<file path="config.mk">
export PLATFORM = sky130hd
export DESIGN_NAME = heaa_err_monitor_flat
export DESIGN_NICKNAME = d
export VERILOG_FILES = /design/src/rtl/heaa_pkg.sv /design/src/rtl/heaa_err_monitor_if.sv /design/src/rtl/heaa_err_dist.sv /design/src/rtl/heaa_err_monitor.sv /design/src/flat_wrapper.sv
export SDC_FILE = /design/constraint.sdc
export NUM_CORES = 1
export LEC_CHECK = 0
export CORE_MARGIN = 1
export CORE_UTILIZATION = 50
export CTS_BUF_LIST = sky130_fd_sc_hd__clkbuf_8
export CTS_CLUSTER_SIZE = 20
export DETAILED_ROUTE_END_ITERATION = 6
export PLACE_DENSITY = 0.75
export SLEW_MARGIN = 20
export SYNTH_ARGS = -nofsm -noshare
export SYNTH_HDL_FRONTEND = slang
export SYNTH_SLANG_ARGS = --single-unit
</file>
<file path="constraint.sdc">
create_clock -name clk -period 4.9 [get_ports clk]
set_input_delay 0.98 -clock clk [delete_from_list [all_inputs] [get_ports clk]]
set_output_delay 0.98 -clock clk [all_outputs]
set_load 0.01 [all_outputs]
</file>
<file path="src/rtl/heaa_pkg.sv">
// Shared definitions for the hybrid approximate adder error-measurement blocks.
package heaa_pkg;

  localparam int DEFAULT_WIDTH = 32;

  typedef enum logic [1:0] {
    IDLE   = 2'd0,
    RUN    = 2'd1,
    REPORT = 2'd2
  } state_t;

  // |exact - approx| of two WIDTH+1-bit sums never exceeds 2^(WIDTH+1)-1.
  function automatic int ed_width(input int width);
    return width + 1;
  endfunction

endpackage

</file>
<file path="src/rtl/heaa_err_monitor_if.sv">
// Sample stream and report stream of the error monitor, bundled for port reuse.
interface heaa_err_monitor_if #(
  parameter int WIDTH = 32,
  parameter int ACC_W = 48,
  parameter int CNT_W = 11
);

  logic             in_valid;
  logic             in_ready;
  logic [WIDTH-1:0] in_a;
  logic [WIDTH-1:0] in_b;
  logic [WIDTH:0]   in_approx;

  logic             rpt_valid;
  logic             rpt_ready;
  logic [CNT_W-1:0] rpt_err_count;
  logic [ACC_W-1:0] rpt_ed_sum;
  logic [WIDTH:0]   rpt_ed_max;

  modport master (
    output in_valid, in_a, in_b, in_approx, rpt_ready,
    input  in_ready, rpt_valid, rpt_err_count, rpt_ed_sum, rpt_ed_max
  );

  modport slave (
    input  in_valid, in_a, in_b, in_approx, rpt_ready,
    output in_ready, rpt_valid, rpt_err_count, rpt_ed_sum, rpt_ed_max
  );

endinterface

</file>
<file path="src/rtl/heaa_err_dist.sv">
// Exact sum and error distance of one approximate-adder result; purely combinational.
module heaa_err_dist
  import heaa_pkg::*;
#(
  parameter int WIDTH = DEFAULT_WIDTH
) (
  input  logic [WIDTH-1:0] a,
  input  logic [WIDTH-1:0] b,
  input  logic [WIDTH:0]   approx,
  output logic [WIDTH:0]   exact,
  output logic [WIDTH:0]   ed
);

  logic signed [WIDTH+1:0] diff;
  logic signed [WIDTH+1:0] diff_neg;

  always_comb begin
    exact    = {1'b0, a} + {1'b0, b};
    diff     = $signed({1'b0, exact}) - $signed({1'b0, approx});
    diff_neg = -diff;
    ed       = diff[WIDTH+1] ? diff_neg[WIDTH:0] : diff[WIDTH:0];
  end

endmodule

</file>
<file path="src/rtl/heaa_err_monitor.sv">
// Windowed error statistics (error count, saturating ED sum, max ED) for an approximate adder.
module heaa_err_monitor
  import heaa_pkg::*;
#(
  parameter int WIDTH   = DEFAULT_WIDTH,
  parameter int SAMPLES = 1024,
  parameter int ACC_W   = 48,
  parameter int CNT_W   = $clog2(SAMPLES + 1)
) (
  input  logic              clk,
  input  logic              rst_n,
  input  logic              start,
  input  logic              abort,
  output logic              busy,
  heaa_err_monitor_if.slave bus
);

  localparam int ED_W = ed_width(WIDTH);

  state_t           state;
  state_t           state_next;

  logic [CNT_W-1:0] accepted;
  logic             s1_valid;
  logic [ED_W-1:0]  s1_ed;
  logic [CNT_W-1:0] acc_count;
  logic [ACC_W-1:0] acc_sum;
  logic [ED_W-1:0]  acc_max;

  logic [ED_W-1:0]  ed;
  logic [ED_W-1:0]  unused_exact;
  logic             handshake;
  logic             last_acc;
  logic [ACC_W:0]   sum_ext;
  logic [ACC_W-1:0] sum_sat;

  heaa_err_dist #(.WIDTH(WIDTH)) u_err_dist (
    .a      (bus.in_a),
    .b      (bus.in_b),
    .approx (bus.in_approx),
    .exact  (unused_exact),
    .ed     (ed)
  );

  assign handshake = bus.in_valid && bus.in_ready;
  // Stage 1 holds the SAMPLES-th sample exactly when accepted has reached SAMPLES.
  assign last_acc  = s1_valid && (accepted == CNT_W'(SAMPLES));

  // Carry out of the widened add means overflow; an all-ones sum stays all-ones.
  always_comb begin
    sum_ext = {1'b0, acc_sum} + (ACC_W + 1)'(s1_ed);
    sum_sat = sum_ext[ACC_W] ? '1 : sum_ext[ACC_W-1:0];
  end

  // NOTE: sequential state uses non-blocking (<=) so every flop samples pre-edge values.
  always_ff @(posedge clk or negedge rst_n) begin
    if (!rst_n) begin
      state <= IDLE;
    end else begin
      state <= state_next;
    end
  end

  // NOTE: every always_comb output gets a default first, so no path can infer a latch.
  always_comb begin
    state_next = state;
    if (abort && state != IDLE) begin
      state_next = IDLE;
    end else begin
      unique case (state)
        IDLE:    if (start)         state_next = RUN;
        RUN:     if (last_acc)      state_next = REPORT;
        REPORT:  if (bus.rpt_ready) state_next = IDLE;
        default:                    state_next = IDLE;
      endcase
    end
  end

  always_comb begin
    bus.in_ready  = (state == RUN) && (accepted < CNT_W'(SAMPLES)) && !abort;
    bus.rpt_valid = (state == REPORT);
    busy          = (state != IDLE);
  end

  // NOTE: the datapath registers are reset too, because rpt_* must read 0 straight out of reset.
  always_ff @(posedge clk or negedge rst_n) begin
    if (!rst_n) begin
      accepted  <= '0;
      s1_valid  <= 1'b0;
      s1_ed     <= '0;
      acc_count <= '0;
      acc_sum   <= '0;
      acc_max   <= '0;
    end else if (state == IDLE && start) begin
      accepted  <= '0;
      s1_valid  <= 1'b0;
      acc_count <= '0;
      acc_sum   <= '0;
      acc_max   <= '0;
    end else if (abort && state != IDLE) begin
      s1_valid  <= 1'b0;
    end else if (state == RUN) begin
      s1_valid <= handshake;
      if (handshake) begin
        s1_ed    <= ed;
        accepted <= accepted + CNT_W'(1);
      end
      if (s1_valid) begin
        acc_count <= acc_count + CNT_W'(s1_ed != '0);
        acc_sum   <= sum_sat;
        if (s1_ed > acc_max) acc_max <= s1_ed;
      end
    end
  end

  assign bus.rpt_err_count = acc_count;
  assign bus.rpt_ed_sum    = acc_sum;
  assign bus.rpt_ed_max    = acc_max;

endmodule

</file>
<file path="src/flat_wrapper.sv">
// flat-port wrapper written by rule: the top's interface ports become plain ports
module heaa_err_monitor_flat import heaa_pkg::*;
#(
  parameter int WIDTH   = DEFAULT_WIDTH,
  parameter int SAMPLES = 1024,
  parameter int ACC_W   = 48,
  parameter int CNT_W   = $clog2(SAMPLES + 1)
)
  (clk, rst_n, start, abort, busy, bus_in_valid, bus_in_a, bus_in_b, bus_in_approx, bus_rpt_ready, bus_in_ready, bus_rpt_valid, bus_rpt_err_count, bus_rpt_ed_sum, bus_rpt_ed_max);
  heaa_err_monitor_if #(.WIDTH(WIDTH), .ACC_W(ACC_W), .CNT_W(CNT_W)) bus_i ();
  input  logic clk;
  input  logic rst_n;
  input  logic start;
  input  logic abort;
  output logic busy;
  input wire logic [$bits(bus_i.in_valid)-1:0] bus_in_valid;
  input wire logic [$bits(bus_i.in_a)-1:0] bus_in_a;
  input wire logic [$bits(bus_i.in_b)-1:0] bus_in_b;
  input wire logic [$bits(bus_i.in_approx)-1:0] bus_in_approx;
  input wire logic [$bits(bus_i.rpt_ready)-1:0] bus_rpt_ready;
  output wire logic [$bits(bus_i.in_ready)-1:0] bus_in_ready;
  output wire logic [$bits(bus_i.rpt_valid)-1:0] bus_rpt_valid;
  output wire logic [$bits(bus_i.rpt_err_count)-1:0] bus_rpt_err_count;
  output wire logic [$bits(bus_i.rpt_ed_sum)-1:0] bus_rpt_ed_sum;
  output wire logic [$bits(bus_i.rpt_ed_max)-1:0] bus_rpt_ed_max;
  assign bus_i.in_valid = bus_in_valid;
  assign bus_i.in_a = bus_in_a;
  assign bus_i.in_b = bus_in_b;
  assign bus_i.in_approx = bus_in_approx;
  assign bus_i.rpt_ready = bus_rpt_ready;
  assign bus_in_ready = bus_i.in_ready;
  assign bus_rpt_valid = bus_i.rpt_valid;
  assign bus_rpt_err_count = bus_i.rpt_err_count;
  assign bus_rpt_ed_sum = bus_i.rpt_ed_sum;
  assign bus_rpt_ed_max = bus_i.rpt_ed_max;
  heaa_err_monitor #(.WIDTH(WIDTH), .SAMPLES(SAMPLES), .ACC_W(ACC_W), .CNT_W(CNT_W)) u_core (.clk(clk), .rst_n(rst_n), .start(start), .abort(abort), .busy(busy), .bus(bus_i));
endmodule
</file>
==> flow_metrics.tcl <==
set metrics [dict create \
    synth_most_common_cell "inv_1" \
    syn_inst 1518 \
    synth_common_cells "190 x inv_1, 139 x dfrtp_1, 128 x a21oi_1" \
    r2r_cells 12 \
    clock_skew_ps 21.7 \
    crit_fanout 7 \
    drive_gt1_share_pct 13.4 \
    finalNetCount 2064 \
    final_cells 2160 \
    grt_pass1_vias 11500 \
    synth-warning-count 0 \
    slew_headroom_pct 38.0 \
    clockRootBuffer "clkbuf_8" \
    synth_area_leaders "dfrtp_1 28%, ha_1 11%, inv_1 5.7%" \
    dieArea_um2 25600 \
    die_w_um 160 \
    cts_tree "done" \
    ant_nets 0 \
    dr.pass1.iters 5 \
    synth_async_sr_flop_share_pct 100 \
    via_per_inst 5.53 \
    timing.hold.ws_ps 544 \
    place_hpwl_um 27100 \
    num_vias 11900 \
    ys_types 85 \
    min_to "u_core.state[0]" \
    ys_seq_area_share_pct 27.9 \
    hold_viol_final 0 \
    crit_type "input pin to flip-flop" \
    n_fill_cell 2083 \
    globalplace.congestion 0.971 \
    die_y_um 160 \
    drt_iter0_markers 675 \
    hp-start "u_core.state[1]" \
    num_rows 57 \
    whs_path_depth 1 \
    place_ws_ps -518 \
    fin_crit_ps 4750 \
    path_clk_slew_ps 110 \
    reg2reg_slack_ps 1020 \
    slowest_stage "fa_2" \
    fin_ws_ps 146 \
    synth_top_cell_area_share_pct 27.9 \
    cts_max_path_buffers 2 \
    register_area_um2 3480 \
    overflow 0 \
    ys_seq_elements 139 \
    antenna_found_initial 0 \
    synthFlopType "dfrtp_1" \
    yosysTopAreaCell "dfrtp_1" \
    synthToLayoutAreaGrowth_pct 29.9 \
    grt_max_degree 113 \
    end_kind "flip-flop" \
    multi_input_area_um2 8160 \
    r2r_start "u_core.bus.rpt_ed_sum[1]" \
    drc 0 \
    synth.avg_cell_area_um2 8.21 \
    cts.sinks 139 \
    slowest_delay_ps 580 \
    grt_pass1_wl_um 55800 \
    peakVddDrop_mv 0.203 \
    drv_cap 0 \
    final_util_pct 66.4 \
    post-route-period-util_pct 97.0 \
    initial_core_util_pct 51.1 \
    worstPathCellList "clkdlybuf4s50_1, inv_1, fa_2, inv_2, ha_4, a211oi_4, o211ai_4, a31oi_4, xnor2_2, nor4_2, or3b_4, or3_4, or2_0, buf_6, o31ai_4, xnor2_1, mux2_4" \
    pin_count 198 \
    grt_usage_pct 26.8 \
    dpl.cell_count 2128 \
    tightest_slew_ps 930 \
    syn_nets 1759 \
    hold_buffers 0 \
    start_kind "input pin" \
    insertion_delay_ps 460 \
    finalMaxSlewViolations 0 \
    numPortBuffers 197 \
    route.detailed.wl_per_inst_um 15.7 \
    status "finished, final reports clean" \
    htree_levels 4 \
    powerDensity_nw_per_um2 390 \
    worst_ep_required_time_ps 5230 \
    drt-total-wl_um 33800 \
    hold_class "flip-flop to flip-flop" \
    finalSetupViolations 0 \
    cp.arrival_ps 5090 \
    core-area_um2 24400 \
    syn_area_um2 12500 \
    synth_edf_count 0 \
    cts_buffers 17 \
    n_antenna_cell 0 \
    max_freq_mhz 210 \
    r2r-end "u_core.bus.rpt_ed_sum[45]" \
    p_leak_nw 7.71 \
]
[worst max-delay path, delay by kind of cell]
family | cells | cell delay [ps]
and+or+nand+nor | 4 | 1290
AOI/OAI and AO/OA | 4 | 850
adders and majority gates | 2 | 830
buffers and inverters | 4 | 710
muxes | 1 | 260
xor gates and xnor gates | 2 | 180
[worst max path at each step]
stage | startpoint | end | slack, ps | cells past startpoint
floorplan | bus_in_b[5] | u_core.s1_ed[26] | 100 | 17
global placement | bus_in_b[1] | u_core.s1_ed[26] | -410 | 17
detailed placement | bus_in_b[1] | u_core.s1_ed[26] | -520 | 16
CTS | bus_in_b[1] | u_core.s1_ed[26] | 20 | 17
global route | bus_in_a[1] | u_core.s1_ed[26] | -3 | 17
finish | bus_in_a[1] | u_core.s1_ed[26] | 150 | 17
[layer usage]
layer / GRT usage (%) / part of all wire [%] / vias to the layer above
met5: 0 / 0 / -
met1: 34.5 / 44 / 5629
met2: 47.0 / 49 / 332
met3: 2.62 / 4.3 / 58
met4: 9.18 / 2.6 / 0
li1: - / - / 5928
[placed cells by master, fill, tap and decap left out, types with 35 or more instances in the layout]
master           synthesis  layout
nand3_1                 35      35
xnor2_1                 53      52
inv_1                  190     189
nand2_1                122     122
o21ai_0                111     109
a21o_1                  47      47
ha_1                   105     104
clkdlybuf4s50_1          0     196
dfrtp_1                139     139
a21oi_1                128     126
nor2_1                 113     112
xor2_1                  40      40
buf_4                    0     139
[sequential cells by signal (all words and copies together), names as in the netlist]
name                      cells
u_core.bus.rpt_ed_sum        48
u_core.accepted              11
u_core.bus.rpt_ed_max        33
u_core.s1_ed                 33
u_core.s1_valid               1
u_core.state                  2
u_core.bus.rpt_err_count     11
[cell type report]
type,instances,area share (%)
tap,324,2.50
sequential,139,21.5
inverter,190,4.40
timing repair buffer,338,18.8
multi-input combinational,1137,50.3
clock inverter,15,1.01
clock buffer,17,1.44
[stage by stage]
step / TNS, ps / total power [mW] / area [um^2]
detailed placement: -8870 / 5.33 / 15700
global route: -5.70 / 6.82 / 16200
global placement: -6050 / 5.25 / 15700
floorplan: 0 / 3.92 / 12500
finish: 0 / 6.33 / 16200
CTS: 0 / 6.29 / 16100
[kinds of logic (layout without fill, tap and decap cells)]
logic type	after synthesis	count (layout)	share of synthesized area [%]
buffers and inverters	242	560	7.47
AO/OA/AOI/OAI	435	435	22.2
multiplexers	32	32	2.89
AND/OR/NAND/NOR	439	439	17.2
XOR/XNOR	93	93	6.53
adder cells (fa/ha/maj)	138	138	15.8
flip-flops	139	139	27.9
[power breakdown]
part	leakage, nW	internal (mW)	total, mW	switching (mW)
Clock	0.203	0.388	0.935	0.547
Sequential	1.86	1.38	1.76	0.378
Combinational	5.65	1.77	3.63	1.86
[repair_timing]
item                       CTS  global route
gates resized for setup      1            20
setup endpoints to repair    2            18
pin swaps                    1             7
setup buffers                0             0
No activity file was read; power rests on OpenSTA's default activity.
==> RTL change 1 (config.mk and constraints unchanged) <==
Make the reset (`rst_n`) synchronous in 2 clocked blocks.
--- a/src/rtl/heaa_err_monitor.sv
+++ b/src/rtl/heaa_err_monitor.sv
@@ -53,7 +53,7 @@
   end
 
   // NOTE: sequential state uses non-blocking (<=) so every flop samples pre-edge values.
-  always_ff @(posedge clk or negedge rst_n) begin
+  always_ff @(posedge clk) begin
     if (!rst_n) begin
       state <= IDLE;
     end else begin
@@ -83,7 +83,7 @@
   end
 
   // NOTE: the datapath registers are reset too, because rpt_* must read 0 straight out of reset.
-  always_ff @(posedge clk or negedge rst_n) begin
+  always_ff @(posedge clk) begin
     if (!rst_n) begin
       accepted  <= '0;
       s1_valid  <= 1'b0;
Check against the original RTL: differs if rst_n is asserted again (counterexample within 4 cycles, from zero or initial values and one cycle with rst_n low); with rst_n held inactive, the same outputs for 4 cycles.
==> RTL change 1 against the original RTL <==
  * Routed wire length decreased by 3.6%
  * Critical path type unchanged
  * Area after synthesis decreased by 2.2%
  * Maximum frequency increased by 2.4%
  * Combinational power decreased by 48%
  * Total power decreased by 38%
  * Cell count increased by 1.0%
  * Non-clock buffer count decreased by 11
  * Cell area decreased by 3.4%
  * Setup slack improved by 0.11 ns
  * Via count increased by 1.5%
  * Sequential cell count unchanged
==> RTL change 1: results (changes against the original RTL) <==
* Result of the run: completed
* Total number of tap cells at 319 (-1.5%)
* Number of global-route vias before repair at 11428 (-0.19%)
* PostCTS Resize Cnt at 0 (-1)
* GR Util met3 at 3.121% (+0.50 points)
* Total wire length after detailed routing at 32610 um (-3.6%)
* Count of fill cells added during filler insertion at 2114 (+1.5%)
* Leak pwr at 7.034 nW (-8.8%)
* Non-clk bufs at 327 (-3.3%)
* Cells taking the most area after synthesis: sky130_fd_sc_hd__dfxtp_1 23%, sky130_fd_sc_hd__ha_1 11%, sky130_fd_sc_hd__inv_1 5.9%, sky130_fd_sc_hd__fa_1 5.4%, sky130_fd_sc_hd__a21oi_1 5.4%
* Met2 routing resource usage after global routing at 45.09% (-1.9 points)
* Flip-flop and latch area at 0.002783 mm^2 (-20%)
* Final-layout non-clock buffer area share at 18.99% (+0.16 points)
* Endpoint arrival time on the critical path at 5.04 ns (-0.05 ns)
* Global routing usage on met1 at 33.85% (-0.69 points)
* Multi-input logic area at 0.008401 mm^2 (+3.0%)
* Launch instance of the worst min-delay path: u_core.state[1]
* Worst path max stage delay at 0.56 ns (-0.02 ns)
* Last element of the critical path: u_core.s1_ed[30]
* Post-synthesis compound-gate area fraction at 25.90% (+3.7 points)
* XOR/XNOR share of the synthesized area at 6.524% (-0.0098 points)
* Worst setup slack after placement at -0.2352 ns (+0.2826 ns)
* Hpwl dp at 26450 um (-2.5%)
* Count of non-CTS inverters in the layout at 193 (+1.6%)
* Syn Inst Count at 1568 (+3.3%)
* Global-route wire length before repair at 53110 um (-4.8%)
* Reg-to-reg slack, setup at 0.69 ns (-0.33 ns)
* Sequential-to-total area share from yosys stat at 22.81% (-5.1 points)
* Ys async rst share at 0% (-100 points)
* Number of DRC violations after detailed-routing iteration 0 at 764 (+13%)
* Period minus WS final at 4.644 ns (-0.1099 ns)
* Adder and majority gate portion of the synthesized area at 16.19% (+0.35 points)
* Crit. Startpoint: bus_in_b[6]
* Met3 routed wirelength at 1623 um (+11%)
* Number of instances in the placed design at 2150 (+1.0%)
* Reg-to-Reg Start: u_core.s1_ed[19]
* Unique masters post-synth at 87 (+2.4%)
* Top cells by count, synth: 193 x sky130_fd_sc_hd__inv_1, 139 x sky130_fd_sc_hd__dfxtp_1, 131 x sky130_fd_sc_hd__a21oi_1, 114 x sky130_fd_sc_hd__nand2_1, 105 x sky130_fd_sc_hd__ha_1
[RTL change 1: cell count changes in the layout (fill, tap and decap cells not counted), moves of 26 or more]
cell / before / now
sky130_fd_sc_hd__dfrtp_1: 139 / 0
sky130_fd_sc_hd__mux2_2: 28 / 2
sky130_fd_sc_hd__nand3_1: 35 / 66
sky130_fd_sc_hd__dfxtp_1: 0 / 139
sky130_fd_sc_hd__o31ai_1: 6 / 43
[RTL change 1: kinds of logic after synthesis]
logic type	after synthesis
AND/OR/NAND/NOR	463
XOR/XNOR	90
multiplexers	6
adder cells (fa/ha/maj)	138
AO/OA/AOI/OAI	475
buffers and inverters	257
flip-flops	139
[RTL change 1: power by group]
part,internal [mW],total (mW),switching (mW)
Combinational,0.889,1.87,0.984
Clock,0.409,0.904,0.495
Sequential,1.14,1.17,0.0301
==> RTL change 2 (same settings) <==
Made on the original files. The package constant `DEFAULT_WIDTH` goes from 32 to 48.
--- a/src/rtl/heaa_pkg.sv
+++ b/src/rtl/heaa_pkg.sv
@@ -1,7 +1,7 @@
 // Shared definitions for the hybrid approximate adder error-measurement blocks.
 package heaa_pkg;
 
-  localparam int DEFAULT_WIDTH = 32;
+  localparam int DEFAULT_WIDTH = 48;
 
   typedef enum logic [1:0] {
     IDLE   = 2'd0,
Ports: changed (resized bus_in_a, bus_in_approx, bus_in_b and bus_rpt_ed_max); port bits go from 198 to 262. The function was not compared with the original's and may differ.
==> RTL change 2 against the original RTL <==
  * Total power rose by 70%
  * Largest cell class unchanged
  * Largest power group unchanged
  * Die area grew 42%
  * Sequential share of layout area decreased by 4.0 points
  * Cell area up 51%
  * Setup slack got worse by 0.055 ns
  * Routed wire length increased by 65%
  * Sequential cell count increased by 32
  * Area after synthesis increased by 42%
==> RTL change 2: results (changes against the original RTL) <==
* Final worst clock skew at 0.01640 ns (-0.005335 ns)
* Post-layout nets at 3029 (+47%)
* Count of fill cells added during filler insertion at 2648 (+27%)
* Post-placement cell area at 0.02258 mm^2 (+44%)
* Cell family with most CP delay: compound AO/OA/AOI/OAI gates
* Number of DRC violations after detailed-routing iteration 0 at 1182 (+75%)
* Maximum fanout count along the critical path at 4 (-3)
* Area share of the largest cell type after synthesis at 24.13% (-3.8 points)
* Top cells by count, synth: 273 x sky130_fd_sc_hd__inv_1, 177 x sky130_fd_sc_hd__nand2_1, 171 x sky130_fd_sc_hd__dfrtp_1, 170 x sky130_fd_sc_hd__a21oi_1, 152 x sky130_fd_sc_hd__ha_1
* Path class of the lowest-slack min-delay path: primary input to async pin
* Reg-to-Reg Start: u_core.s1_ed[15]
* 1st-pass router iterations at 6 (+1)
* Fraction of final layout cells with drive strength greater than 1 at 20.19% (+6.8 points)
* Crit. Startpoint: bus_in_b[5]
* Number of vias per cell at 5.872 (+6.2%)
* Unique masters post-synth at 90 (+5.9%)
* Result of the run: completed
* Final Wtd Congestion at 0.9449 (-2.7%)
* Last element of the critical path: u_core.s1_ed[37]
* Reg-to-Reg End: u_core.bus.rpt_ed_sum[2]
* VDD IR max at 0.3437 mV (+69%)
* Number of nets in the synthesized netlist at 2559 (+45%)
* Core occupancy in the finished layout at 70.64% (+4.2 points)
* Hpwl dp at 41860 um (+54%)
* Reg-to-reg slack, setup at 0.56 ns (-0.46 ns)
* Number of global-route vias before repair at 17546 (+53%)
* Clock network latency to the later pin of the worst-skew pair at 0.48 ns (+0.02 ns)
* Sequential-to-total area share from yosys stat at 24.13% (-3.8 points)
* Endpoint arrival time on the critical path at 5.15 ns (+0.06 ns)
* Pin count of the biggest net entering global routing at 98 (-13%)
* Count of cells along the worst register-to-register path at 14 (+2)
* Global-route wire length before repair at 86680 um (+55%)
* Total track usage at 29.35% (+2.5 points)
* Clock-pin slew reported for the worst setup and hold paths after clock tree synthesis at 0.09 ns (-0.02 ns)
* Power share of the sequential group at 22.7% (-5.1 points)
* Total wire length after detailed routing at 55710 um (+65%)
* Cells taking the most area after synthesis: sky130_fd_sc_hd__dfrtp_1 24%, sky130_fd_sc_hd__ha_1 11%, sky130_fd_sc_hd__inv_1 5.8%, sky130_fd_sc_hd__fa_1 5.5%, sky130_fd_sc_hd__a21oi_1 4.8%
* Standard cell with the maximum stage delay on the critical path: sky130_fd_sc_hd__fa_1
* Worst Tran Pin Value at 0.9314 ns (+0.0009898 ns)
* Leak pwr at 11.38 nW (+48%)
==> RTL change 2: changes by cell type after synthesis, sizes merged, moves of 47 or more <==
cell and delta:
clkbuf +54, inv +84, nand4 +59, o32a +48, nand3 +53, ha +47, nand2 +55
==> RTL change 2: per-stage QoR <==
step | cells | power (mW) | hold slack [ns] | setup WS, ns
after floorplan | 2207 | 6.416 | 0.4855 | 0.1420
after global placement | 3075 | 8.886 | 0.5229 | -0.5972
after detailed placement | 3075 | 9.083 | 0.5398 | -0.7653
after CTS | 3119 | 10.23 | 0.5544 | -0.008722
after global routing | 3144 | 11.52 | 0.5925 | -0.1097
final | 3144 | 10.75 | 0.5343 | 0.09134
==> RTL change 2: routing by layer <==
layer / vias up / GRT usage (%) / wire [um]
met5: - / 0 / 0
met4: 0 / 8.431 / 1724
met3: 121 / 3.773 / 3156
met2: 628 / 50.98 / 27150
met1: 8784 / 37.93 / 23680
li1: 8930 / - / -
==> RTL change 2: layout make-up <==
type	instances	area share [%]
clock buffers	18	1.010
clock inverters	13	0.5766
inverters	274	4.194
multi-input cells	1646	53.50
flip-flops and latches	171	17.45
well taps	455	2.322
repair buffers	567	20.95
==> RTL change 2: kinds of logic (layout without fill, tap and decap cells) <==
logic type | count (synthesis) | after routing | share of synthesized area [%]
AO/OA/AOI/OAI | 694 | 694 | 26.71
AND/OR/NAND/NOR | 613 | 613 | 17.61
multiplexers | 5 | 5 | 0.2892
flip-flops | 171 | 171 | 24.13
adder cells (fa/ha/maj) | 201 | 201 | 16.25
XOR/XNOR | 133 | 133 | 6.610
buffers and inverters | 390 | 872 | 8.401
==> RTL change 2: repair_timing <==
item / in CTS / in global routing
pin swaps: 28 / 83
buffers inserted: 13 / 25
resized for setup: 44 / 218
setup endpoints to repair: 29 / 48
gates cloned: 0 / 2
